==> config.mk <==
export PLATFORM = sky130hd
export DESIGN_NAME = ncl_rca_pipe
export DESIGN_NICKNAME = d
export VERILOG_FILES = /design/src/rtl/ncl_rca_pipe.sv
export SDC_FILE = /design/constraint.sdc
export NUM_CORES = 1
export LEC_CHECK = 0
export ABC_AREA = 1
export CAP_MARGIN = 20
export CORE_MARGIN = 2
export CORE_UTILIZATION = 40
export DETAILED_ROUTE_END_ITERATION = 10
export PLACE_DENSITY = 0.72
export RECOVER_POWER = 100
export SYNTH_ARGS = -nofsm -noshare
export SYNTH_HDL_FRONTEND = slang
export SYNTH_SLANG_ARGS = --single-unit
==> constraint.sdc <==
create_clock -name clk -period 3.4 [get_ports clk]
set_input_delay 0.68 -clock clk [delete_from_list [all_inputs] [get_ports clk]]
set_output_delay 0.68 -clock clk [all_outputs]
set_load 0.02 [all_outputs]
==> src/rtl/ncl_rca_pipe.sv <==
// Dual-rail (NULL Convention) ripple-carry adder, pipelined in CHUNK-bit slices with ko/ki handshakes.
// Define NCL_ADD_CHECK_EN to build illegal-code (11) detection with a sticky err flag; otherwise err is 0.
module ncl_rca_pipe #(
  parameter int WIDTH = 8,
  parameter int CHUNK = 4
) (
  input  logic               clk,
  input  logic               rst,
  input  logic               en,
  input  logic [2*WIDTH-1:0] a,
  input  logic [2*WIDTH-1:0] b,
  input  logic [1:0]         c_in,
  input  logic               ki,
  output logic               ko,
  output logic [2*WIDTH-1:0] s,
  output logic [1:0]         c_out,
  output logic               err
);

  localparam int STAGES = WIDTH / CHUNK;
  localparam int LAST   = STAGES - 1;

  typedef enum logic {RFD, RFN} in_state_t;
  typedef enum logic {NUL, DAT} out_state_t;

  in_state_t  r_in_state,  w_in_next;
  out_state_t r_out_state, w_out_next;

  logic [WIDTH-1:0]  w_a_val, w_b_val;
  logic              w_data, w_null, w_cap;
  logic [STAGES-1:0] w_valid, w_go;
  logic [WIDTH-1:0]  w_last_sum;
  logic              w_last_cy;

  // Wavefront classification; the true rail carries the single-rail value.
  always_comb begin
    // NOTE: every combinational output gets a default first, so no path can infer a latch.
    w_data = c_in[1] ^ c_in[0];
    w_null = ~(c_in[1] | c_in[0]);
    for (int i = 0; i < WIDTH; i++) begin
      w_a_val[i] = a[2*i+1];
      w_b_val[i] = b[2*i+1];
      if (!(a[2*i+1] ^ a[2*i]) || !(b[2*i+1] ^ b[2*i])) w_data = 1'b0;
      if (a[2*i+1] | a[2*i] | b[2*i+1] | b[2*i])        w_null = 1'b0;
    end
  end

  // Emptying chain, resolved from the output end so a freed slot can refill in the same cycle.
  always_comb begin
    logic v_go;
    w_go       = '0;
    v_go       = en && (r_out_state == DAT) && !ki;
    w_go[LAST] = v_go;
    for (int k = LAST - 1; k >= 0; k--) begin
      v_go    = en && w_valid[k] && (!w_valid[k+1] || v_go);
      w_go[k] = v_go;
    end
  end

  assign w_cap = en && (r_in_state == RFD) && w_data && (!w_valid[0] || w_go[0]);
  assign ko    = (r_in_state == RFD) && !w_valid[0];

  for (genvar k = 0; k < STAGES; k++) begin : g_stage
    localparam int SRC_W = WIDTH - k * CHUNK;

    logic [SRC_W-1:0]         w_src_a, w_src_b;
    logic                     w_src_cy, w_load;
    logic [CHUNK:0]           w_chunk;
    logic [(k+1)*CHUNK-1:0]   w_next_sum;
    logic [(k+1)*CHUNK-1:0]   r_sum;
    logic                     r_cy;
    logic                     r_valid;

    if (k == 0) begin : g_head
      assign w_src_a    = w_a_val;
      assign w_src_b    = w_b_val;
      assign w_src_cy   = c_in[1];
      assign w_load     = w_cap;
      assign w_next_sum = w_chunk[CHUNK-1:0];
    end else begin : g_body
      assign w_src_a    = g_stage[k-1].g_rem.r_rem_a;
      assign w_src_b    = g_stage[k-1].g_rem.r_rem_b;
      assign w_src_cy   = g_stage[k-1].r_cy;
      assign w_load     = w_go[k-1];
      assign w_next_sum = {w_chunk[CHUNK-1:0], g_stage[k-1].r_sum};
    end

    assign w_chunk = {1'b0, w_src_a[CHUNK-1:0]} + {1'b0, w_src_b[CHUNK-1:0]}
                   + {{CHUNK{1'b0}}, w_src_cy};
    assign w_valid[k] = r_valid;

    always_ff @(posedge clk) begin
      if (rst)           r_valid <= 1'b0;
      else if (w_load)   r_valid <= 1'b1;
      else if (w_go[k])  r_valid <= 1'b0;
    end

    // NOTE: payload registers carry no reset; the valid bit alone decides whether they mean anything.
    always_ff @(posedge clk) begin
      if (w_load) begin
        r_sum <= w_next_sum;
        r_cy  <= w_chunk[CHUNK];
      end
    end

    // Operand bits not yet consumed travel with the token to later slices.
    if (k < LAST) begin : g_rem
      logic [SRC_W-CHUNK-1:0] r_rem_a, r_rem_b;
      always_ff @(posedge clk) begin
        if (w_load) begin
          r_rem_a <= w_src_a[SRC_W-1:CHUNK];
          r_rem_b <= w_src_b[SRC_W-1:CHUNK];
        end
      end
    end

    if (k == LAST) begin : g_out
      assign w_last_sum = r_sum;
      assign w_last_cy  = r_cy;
    end
  end

  always_comb begin
    w_in_next = r_in_state;
    case (r_in_state)
      RFD:     if (w_cap)          w_in_next = RFN;
      RFN:     if (en && w_null)   w_in_next = RFD;
      default:                     w_in_next = RFD;
    endcase
  end

  always_comb begin
    w_out_next = r_out_state;
    case (r_out_state)
      NUL:     if (en && ki && w_valid[LAST]) w_out_next = DAT;
      DAT:     if (en && !ki)                 w_out_next = NUL;
      default:                                w_out_next = NUL;
    endcase
  end

  always_ff @(posedge clk) begin
    if (rst) begin
      r_in_state  <= RFD;
      r_out_state <= NUL;
    end else begin
      r_in_state  <= w_in_next;
      r_out_state <= w_out_next;
    end
  end

  always_comb begin
    s     = '0;
    c_out = '0;
    if (r_out_state == DAT) begin
      for (int i = 0; i < WIDTH; i++) begin
        s[2*i+1] = w_last_sum[i];
        s[2*i]   = ~w_last_sum[i];
      end
      c_out = {w_last_cy, ~w_last_cy};
    end
  end

`ifdef NCL_ADD_CHECK_EN
  logic w_ill;
  logic r_err;

  always_comb begin
    w_ill = &c_in;
    for (int i = 0; i < WIDTH; i++) begin
      if ((a[2*i+1] & a[2*i]) | (b[2*i+1] & b[2*i])) w_ill = 1'b1;
    end
  end

  always_ff @(posedge clk) begin
    if (rst)                r_err <= 1'b0;
    else if (en && w_ill)   r_err <= 1'b1;
  end

  assign err = r_err;
`else
  assign err = 1'b0;
`endif

endmodule

==> results of run 1 <==
==> metal layers <==
metal / up-vias / share of wire
li1: 759 / -
met1: 641 / 0.41
met2: 51 / 0.51
met3: 6 / 0.054
met4: 0 / 0.024
met5: - / 0
==> power breakdown <==
group          internal, W  switching (W)  leakage, nW
sequential        0.000345  0.00000000219        0.230
clock            0.0000836      0.0000869       0.0228
combinational    0.0000603      0.0000518        0.915
total             0.000489       0.000139         1.17
==> cells by family after synthesis <==
family                   after synthesis  synth area share
AO/OA/AOI/OAI                         15            0.0462
XOR/XNOR                               4            0.0205
adder cells (fa/ha/maj)               19             0.157
buffers and inverters                 50             0.113
flip-flops                            26             0.434
other                                  1           0.00220
AND/OR/NAND/NOR                       92             0.228
==> metrics by stage <==
step | hold slack (ns) | total power (W)
after floorplan | 0.400 | 0.000404
after global placement | 0.404 | 0.000468
after detailed placement | 0.405 | 0.000469
after CTS | 0.424 | 0.000633
after global routing | 0.437 | 0.000664
final | 0.424 | 0.000628
==> layout by cell type, fill, tap and decap left out, types with 4 or more instances in the layout <==
master,synthesis,layout
nand3_1,9,9
inv_1,47,48
a21oi_1,12,12
nand2_1,44,44
dlygate4sd3_1,0,29
clkdlybuf4s50_1,0,27
nor2_1,28,28
fa_1,4,4
edfxtp_1,22,22
dfxtp_1,4,4
ha_1,15,15
xor2_1,4,4
==> worst min path at each step <==
stage          slack (ns)                start  cells past startpoint                   to
2_1_floorplan        0.40  g_stage[0].r_sum[0]                      0  g_stage[1].r_sum[0]
3_3_place_gp         0.40  g_stage[0].r_sum[3]                      0  g_stage[1].r_sum[3]
3_5_place_dp         0.40  g_stage[0].r_sum[3]                      0  g_stage[1].r_sum[3]
4_1_cts              0.42  g_stage[0].r_sum[3]                      0  g_stage[1].r_sum[3]
5_1_grt              0.44  g_stage[0].r_sum[3]                      0  g_stage[1].r_sum[3]
6_report             0.42  g_stage[0].r_sum[3]                      0  g_stage[1].r_sum[3]
==> layout make-up <==
type | instances | area (um^2) | share of cell area
Clock buffer | 4 | 45.0 | 0.0191
Tap cell | 50 | 62.6 | 0.0265
Sequential cell | 26 | 741 | 0.313
Timing Repair Buffer | 57 | 564 | 0.239
Inverter | 48 | 180 | 0.0762
Multi-Input combinational cell | 131 | 771 | 0.326
==> synthesized netlist by cell type (2+ instances only) <==
| cell type | instances |
|---|---|
| ha_1 | 15 |
| nand2_2 | 2 |
| nand3b_1 | 3 |
| inv_1 | 47 |
| dfxtp_1 | 4 |
| xor2_1 | 4 |
| nand4_1 | 3 |
| o21ai_0 | 2 |
| nor2_1 | 28 |
| nand2_1 | 44 |
| nand3_1 | 9 |
| edfxtp_1 | 22 |
| fa_1 | 4 |
| a21oi_1 | 12 |
==> flip-flops by register name (all words and copies together), names as in the netlist <==
| name | cells |
|---|---|
| g_stage.g_rem.r_rem_a | 4 |
| g_stage.g_rem.r_rem_b | 4 |
| g_stage.r_cy | 2 |
| g_stage.r_sum | 12 |
| g_stage.r_valid | 2 |
| r_in_state | 1 |
| r_out_state | 1 |
==> worst register-to-register path, stage by stage (launching register included) <==
cell and delay [ns]:
dfxtp_1 0.55, inv_1 0.26, o21ai_0 0.34, nand2_2 0.12, a21oi_1 0.15, clkbuf_1 0.51
==> out/results.tsv, run 1 <==
metric	value	unit
post-synth top area share	0.387	
DRC	0	
Clock Latency Late Sink	0.26	ns
area grow syn2layout	38.4	%
Final period util	0.821	
Post-CTS Setup Bufs	0	
clock slew at reported path FFs	0.08	ns
Worst Path Arrival	2.69	ns
most used cell, CP	nand3b_1	
synthesized area	1710	um^2
Tightest Pin Transition	0.645	ns
Synth Register Bits	26	
Worst slew margin	0.570	
crit path to	g_stage[0].r_sum[2]	
Die X	69.3	um
worst r2r dst	g_stage[0].r_sum[2]	
Max Fclk	0.358	GHz
Port Buffer Count	56	
Max-Cap Viols	0	
RSZ-0062 raised after global routing	no	
H-tree depth	1	
Via density	4.61	
# IOs	58	
endpoints failing setup	0	
non-filler cells, final	316	
fraction of layout cells with a size suffix above 1	0.0226	
initial antenna violation count	0	
Setup crit start kind	input pin	
Worst Setup SP	a[3]	
Critical Setup Path Class	in -> reg	
largest net degree at the start of global routing	15	
outcome	finished, final reports clean	
post-DP HPWL	3.11	mm
crit-path max FO	13	
CP Depth	9	
setup TNS	0	ns
HP Class	reg -> reg	
Critical Path Max Stage Delay	0.60	ns
Finished Cell Area	2360	um^2
Die Y	69.3	um
Sink Count	26	
FF-to-FF path depth	5	
initial drt markers	50	
fin worst setup slack	0.608	ns
cts bufs inserted	3	
CTS root buf	clkbuf_8	
syn_nets	264	
Hold Vio Cnt, Final	0	
DRT antenna net count	0	
EDFF count, synth	22	
Synth area leader	edfxtp_1	
core box area	4060	um^2
Avg Cell Area, Syn	8.25	um^2
fillers	380	
Critical Path RT	3.30	ns
reg2reg start	r_out_state	
Async SR Flop Fraction	0	
Die Area	4810	um^2
synth unique cells	22	
routed wire length per instance	11.0	um
placed insts	312	
Power Density	266	nW/um^2
Slowest cell on crit path	dlygate4sd3_1	
Leak	1.17	nW
delay-heaviest family, CP	buffers and inverters	
clock skew	0.00235	ns
CTS resizes	0	
maximum vdd drop	0.124	mV
Top FF cell, synth	edfxtp_1	
grt met3 use	0.0160	
placed cell areas	2330	um^2
crit path buf inv count	3	
CTS Hold Bufs	0	
Slew Viols, Final	0	
vias in the first global route	1455	
routability congestion estimate	0.852	
sequential area share after synthesis	0.434	
TritonCTS clock tree	built	
DR vias	1457	
ANT cells	0	
Period minus WS final	2.79	ns
global-route usage over all layers	0.162	
final WL	3.48	mm
GRT busiest layer	met2	
Synth area leaders	edfxtp_1 (39%), ha_1 (11%), inv_1 (10%)	
DR pass1 iterations	4	
first-pass GRT wire length	6.27	mm
Site Rows	23	
Final Util	0.582	
total gr overflow	0	
Gate Count Post-Synth	207	
GR Layer Usage met1	0.195	
crit end category	flop	
routing usage on met2	0.292	
NumNets Final	324	
Synth warnings	0	
crit path cell chain	dlygate4sd3_1 -> inv_1 -> ha_1 -> nand2_1 -> nor2_1 -> nand3b_1 -> nand3b_1 -> a21oi_1 -> clkbuf_1	
R2R setup slack	1.11	ns
initial core utilization	0.421	
pre-CTS setup slack	0.729	ns
Max Buffers Root-to-Sink	2	
No activity file was read; power rests on OpenSTA's default activity.
==> run 2, diff against run 1 <==
PLACE_DENSITY = 0.75   (was 0.72)
clock period = 2.39 ns   (was 3.4 ns; I/O delays follow)
==> run 2 against run 1 <==
Non-clock buffer count rose by 8. Sequential share of layout area shrank 0.79 points. Utilization grew 1.5 points. Cell count increased by 2.5%. Worst setup slack got worse by 0.43 ns. Worst hold slack barely moved.
==> out/results.tsv, run 2 (synthesis gave the netlist of run 1 again) <==
metric	value	unit	change
outcome	finished, final reports clean		
largest register by flop count	g_stage.r_sum		
Leak	1.21	nW	+3.7%
ANT cells	0		unchanged
crit end category	flop		
Clock Latency Late Sink	0.27	ns	about the same
Hold Slack	0.424	ns	+0.000176 ns
setup TNS	0	ns	unchanged
total gr overflow	0		unchanged
CTS Hold Bufs	0		unchanged
Site Rows	23		unchanged
pre-CTS setup slack	-0.0332	ns	-0.763 ns
global-route usage over all layers	0.162		+0.000515
vias in the first global route	1489		+2.3%
Power Density	373	nW/um^2	+40%
Largest regs	g_stage.r_sum x12, g_stage.g_rem.r_rem_a x4, g_stage.g_rem.r_rem_b x4		
DR pass1 iterations	4		unchanged
initial drt markers	59		+18%
fin worst setup slack	0.178	ns	-0.430 ns
RSZ-0062 raised after global routing	no		
Via density	4.45		-3.4%
maximum vdd drop	0.215	mV	+74%
CTS root buf	clkbuf_8		
Die Y	69.3	um	unchanged
core box area	4060	um^2	unchanged
fillers	381		+0.26%
H-tree depth	1		unchanged
Sink Count	26		unchanged
clock skew	0.00150	ns	-0.000858 ns
largest net degree at the start of global routing	15		unchanged
DR vias	1443		-0.96%
Slew Viols, Final	0		unchanged
crit-path max FO	13		unchanged
area grow syn2layout	42.0	%	
Max-Cap Viols	0		unchanged
Final period util	0.926		
Die Area	4810	um^2	unchanged
cts bufs inserted	3		unchanged
Max Buffers Root-to-Sink	2		unchanged
Worst Path Arrival	2.19	ns	-0.50 ns
DRT antenna net count	0		unchanged
TritonCTS clock tree	built		
footprint of the multi-input gates	772	um^2	+0.16%
initial core utilization	0.421		unchanged
Hold Vio Cnt, Final	0		unchanged
Die X	69.3	um	unchanged
CTS resizes	0		unchanged
Critical Path RT	2.37	ns	-0.93 ns
Port Buffer Count	56		unchanged
final WL	3.52	mm	+0.95%
fraction of layout cells with a size suffix above 1	0.0547		+0.0322
initial antenna violation count	0		unchanged
Critical Setup Path Class	in -> reg		
endpoints failing setup	0		unchanged
post-DP HPWL	3.14	mm	+0.88%
Final Util	0.598		+0.0151
commonest non-fill, non-tap cell in the layout	inv_1		
routability congestion estimate	0.885		+3.9%
Setup crit start kind	input pin		
DRC	0		unchanged
routed wire length per instance	10.8	um	-1.5%
max FFs per register	12		unchanged
Post-CTS Setup Bufs	0		unchanged
clock slew at reported path FFs	0.08	ns	about the same
register area	741	um^2	unchanged
NumNets Final	332		+2.5%
HP Class	reg -> reg		
# IOs	58		unchanged
most frequent cells in the layout	inv_1 (47), nand2_1 (45), dlygate4sd3_1 (29), nor2_1 (28), clkdlybuf4s50_1 (27)		
first-pass GRT wire length	6.17	mm	-1.5%
Period minus WS final	2.21	ns	
Max Fclk	0.452	GHz	
## run 2: cell count changes in the layout (fill, tap and decap cells not counted), sizes merged
cell	before	now
buf	0	8
## run 2: final timing paths
kind / slack, ns / startpoint / end / depth (start not counted)
setup / recovery: 0.18 / a[13] / g_stage[0].g_rem.r_rem_b[1] / 9
hold / removal: 0.42 / g_stage[0].r_sum[3] / g_stage[1].r_sum[3] / 0
setup reg to reg: 0.78 / r_out_state / g_stage[0].g_rem.r_rem_b[1] / 5
hold reg to reg: 0.42 / g_stage[0].r_sum[3] / g_stage[1].r_sum[3] / 0
## run 2: final cells by class
class | instances | share of cell area
sequential | 26 | 0.305
clock buffer | 4 | 0.0186
multi-input combinational | 131 | 0.318
tap | 50 | 0.0258
timing repair buffer | 65 | 0.257
inverter | 48 | 0.0743
## run 2: metal layers
layer / vias to the layer above / track usage / part of all wire
li1: 778 / - / -
met1: 609 / 0.186 / 0.41
met2: 49 / 0.300 / 0.52
met3: 7 / 0.0189 / 0.045
met4: 0 / 0.0719 / 0.024
met5: - / 0 / 0
## run 2: critical path, cell delays in order
cell	delay, ns
dlygate4sd3_1	0.57
inv_1	0.06
ha_1	0.26
nand2_1	0.04
nor2_1	0.11
nand3b_1	0.11
nand3b_1	0.19
a21oi_1	0.13
buf_4	0.22
## run 2: stage by stage
| step | total power [W] | cells | instance area (um^2) |
|---|---|---|---|
| floorplan | 0.000574 | 207 | 1710 |
| global placement | 0.000675 | 320 | 2390 |
| detailed placement | 0.000676 | 320 | 2390 |
| CTS | 0.000921 | 324 | 2430 |
| global route | 0.000959 | 324 | 2420 |
| finish | 0.000904 | 324 | 2420 |
## run 2: where the power goes
group	leakage [nW]	total [W]	internal [W]	switching (W)
registers	0.230	0.000491	0.000491	0.00000000320
clock network	0.0228	0.000246	0.000119	0.000127
logic	0.958	0.000167	0.0000928	0.0000741
==> run 3, diff against run 2 <==
CAP_MARGIN = default   (was 20)
CORE_ASPECT_RATIO = 1.1   (was default)
==> run 3 against run 2 <==
Worst hold slack improved by 0.0010 ns. Utilization increased by 0.56 points. Combinational power about the same. Cell count increased by 0.62%. Design area increased by 0.10%. Routed wire length decreased by 1.5%. Critical endpoint is now g_stage[0].g_rem.r_rem_a[1]. Largest cell class unchanged.
==> out/results.tsv, run 3 (synthesis gave the netlist of run 1 again) <==
metric	value	unit	change
outcome	finished, final reports clean		
first-pass GRT wire length	5.67	mm	-8.1%
Max-Cap Viols	0		unchanged
total gr overflow	0		unchanged
FF-to-FF path depth	5		unchanged
Die Area	4810	um^2	about the same
pre-CTS setup slack	-0.0683	ns	-0.0351 ns
clock skew	0.00469	ns	+0.00320 ns
DR vias	1478		+2.4%
Setup crit start kind	input pin		
TritonCTS clock tree	built		
final WL	3.46	mm	-1.5%
Max Buffers Root-to-Sink	2		unchanged
routed wire length per instance	10.6	um	-2.1%
# IOs	58		unchanged
Critical Path RT	2.35	ns	-0.02 ns
Via density	4.53		+1.8%
RSZ-0062 raised after global routing	no		
Worst Path Arrival	2.18	ns	about the same
most frequent cells in the layout	inv_1 (47), nand2_1 (45), clkdlybuf4s50_1 (29), nor2_1 (28), dlygate4sd3_1 (27)		
post-DP HPWL	3.04	mm	-3.3%
largest register by flop count	g_stage.r_sum		
area grow syn2layout	42.1	%	
Sink Count	26		unchanged
endpoints failing setup	0		unchanged
DRT antenna net count	0		unchanged
H-tree depth	1		unchanged
ANT cells	0		unchanged
Hold Vio Cnt, Final	0		unchanged
PnR Total Power	0.000892	W	-1.3%
largest net degree at the start of global routing	15		unchanged
global-route usage over all layers	0.154		-0.00849
initial antenna violation count	0		unchanged
initial core utilization	0.424		+0.00353
maximum vdd drop	0.250	mV	+16%
R2R setup slack	0.74	ns	-0.04 ns
Post-CTS Setup Bufs	0		unchanged
reg2reg start	r_out_state		
clock slew at reported path FFs	0.08	ns	about the same
Hold Slack	0.425	ns	+0.00103 ns
Port Buffer Count	56		unchanged
Critical Setup Path Class	in -> reg		
worst hold path startpoint	g_stage[0].r_sum[1]		
fraction of layout cells with a size suffix above 1	0.0547		unchanged
Period minus WS final	2.22	ns	+0.00858 ns
Largest regs	g_stage.r_sum x12, g_stage.g_rem.r_rem_a x4, g_stage.g_rem.r_rem_b x4		
routability congestion estimate	0.895		+1.1%
fillers	358		-6.0%
core box area	4020	um^2	-0.83%
Slew Viols, Final	0		unchanged
worst r2r dst	g_stage[0].g_rem.r_rem_a[1]		
commonest non-fill, non-tap cell in the layout	inv_1		
CTS resizes	0		unchanged
initial drt markers	34		-42%
Power Density	368	nW/um^2	-1.4%
max FFs per register	12		unchanged
Clock Latency Late Sink	0.26	ns	about the same
DR pass1 iterations	4		unchanged
WHS Endpoint	g_stage[1].r_sum[1]		
Die Y	72.5	um	+4.6%
Leak	1.21	nW	about the same
cts bufs inserted	3		unchanged
CTS Hold Bufs	0		unchanged
HP Class	reg -> reg		
crit-path max FO	13		unchanged
Site Rows	24		+4.3%
Final period util	0.929		+0.00359
DRC	0		unchanged
crit end category	flop		
Max Fclk	0.450	GHz	-0.39%
fin worst setup slack	0.169	ns	-0.00858 ns
Die X	66.3	um	-4.4%
WHS Path Cells	0		unchanged
CTS root buf	clkbuf_8		
NumNets Final	332		unchanged
vias in the first global route	1361		-8.6%
-- run 3: cell types whose count changed in the layout (fill, tap and decap cells not counted), sizes merged --
cell / before / now
buf: 8 / 6
clkdlybuf4s50: 27 / 29
clkinv: 0 / 1
dlygate4sd3: 29 / 27
clkbuf: 5 / 6
-- run 3: where the power goes --
group	internal [W]	total (W)	switching [W]
logic	0.0000931	0.000169	0.0000760
registers	0.000491	0.000491	0.00000000320
clock network	0.000114	0.000232	0.000118
-- run 3: worst max path at each step --
stage                      from                           to  slack (ns)  cells past startpoint
after detailed placement   a[3]          g_stage[0].r_sum[1]       -0.07                      9
after CTS                  a[3]          g_stage[0].r_sum[1]        0.21                      9
after floorplan            a[1]  g_stage[0].g_rem.r_rem_a[0]        0.15                      7
final                      a[1]  g_stage[0].g_rem.r_rem_a[1]        0.17                      9
after global placement     a[3]          g_stage[0].r_sum[1]       -0.02                      9
after global routing      a[11]  g_stage[0].g_rem.r_rem_a[1]        0.06                      8
-- run 3: critical path, cell delays in order --
cell           delay, ns
dlygate4sd3_1       0.52
inv_1               0.07
ha_1                0.27
nand2_1             0.05
nor2_1              0.10
nand3b_1            0.10
nand3b_1            0.20
a21oi_1             0.13
clkbuf_4            0.25
-- run 3: through the flow --
step | util | TNS [ns] | area, um^2 | instances
CTS | 0.605 | 0 | 2430 | 326
floorplan | - | 0 | 1710 | 207
detailed placement | 0.594 | -0.884 | 2390 | 322
global placement | 0.594 | -0.301 | 2390 | 322
global route | 0.603 | 0 | 2430 | 326
finish | 0.603 | 0 | 2430 | 326
-- run 3: final cells by class --
cell class	instances	area [um^2]	share of cell area
Clock buffer	3	41.3	0.0170
Sequential cell	26	741	0.305
Inverter	48	180	0.0742
Timing Repair Buffer	65	624	0.257
Tap cell	52	65.1	0.0268
Multi-Input combinational cell	131	772	0.318
Clock inverter	1	3.75	0.00155
-- run 3: layer usage --
layer | vias up | track usage | share of wire
li1 | 779 | - | -
met1 | 647 | 0.172 | 0.41
met2 | 48 | 0.294 | 0.52
met3 | 4 | 0.0140 | 0.047
met4 | 0 | 0.0612 | 0.016
met5 | - | 0 | 0
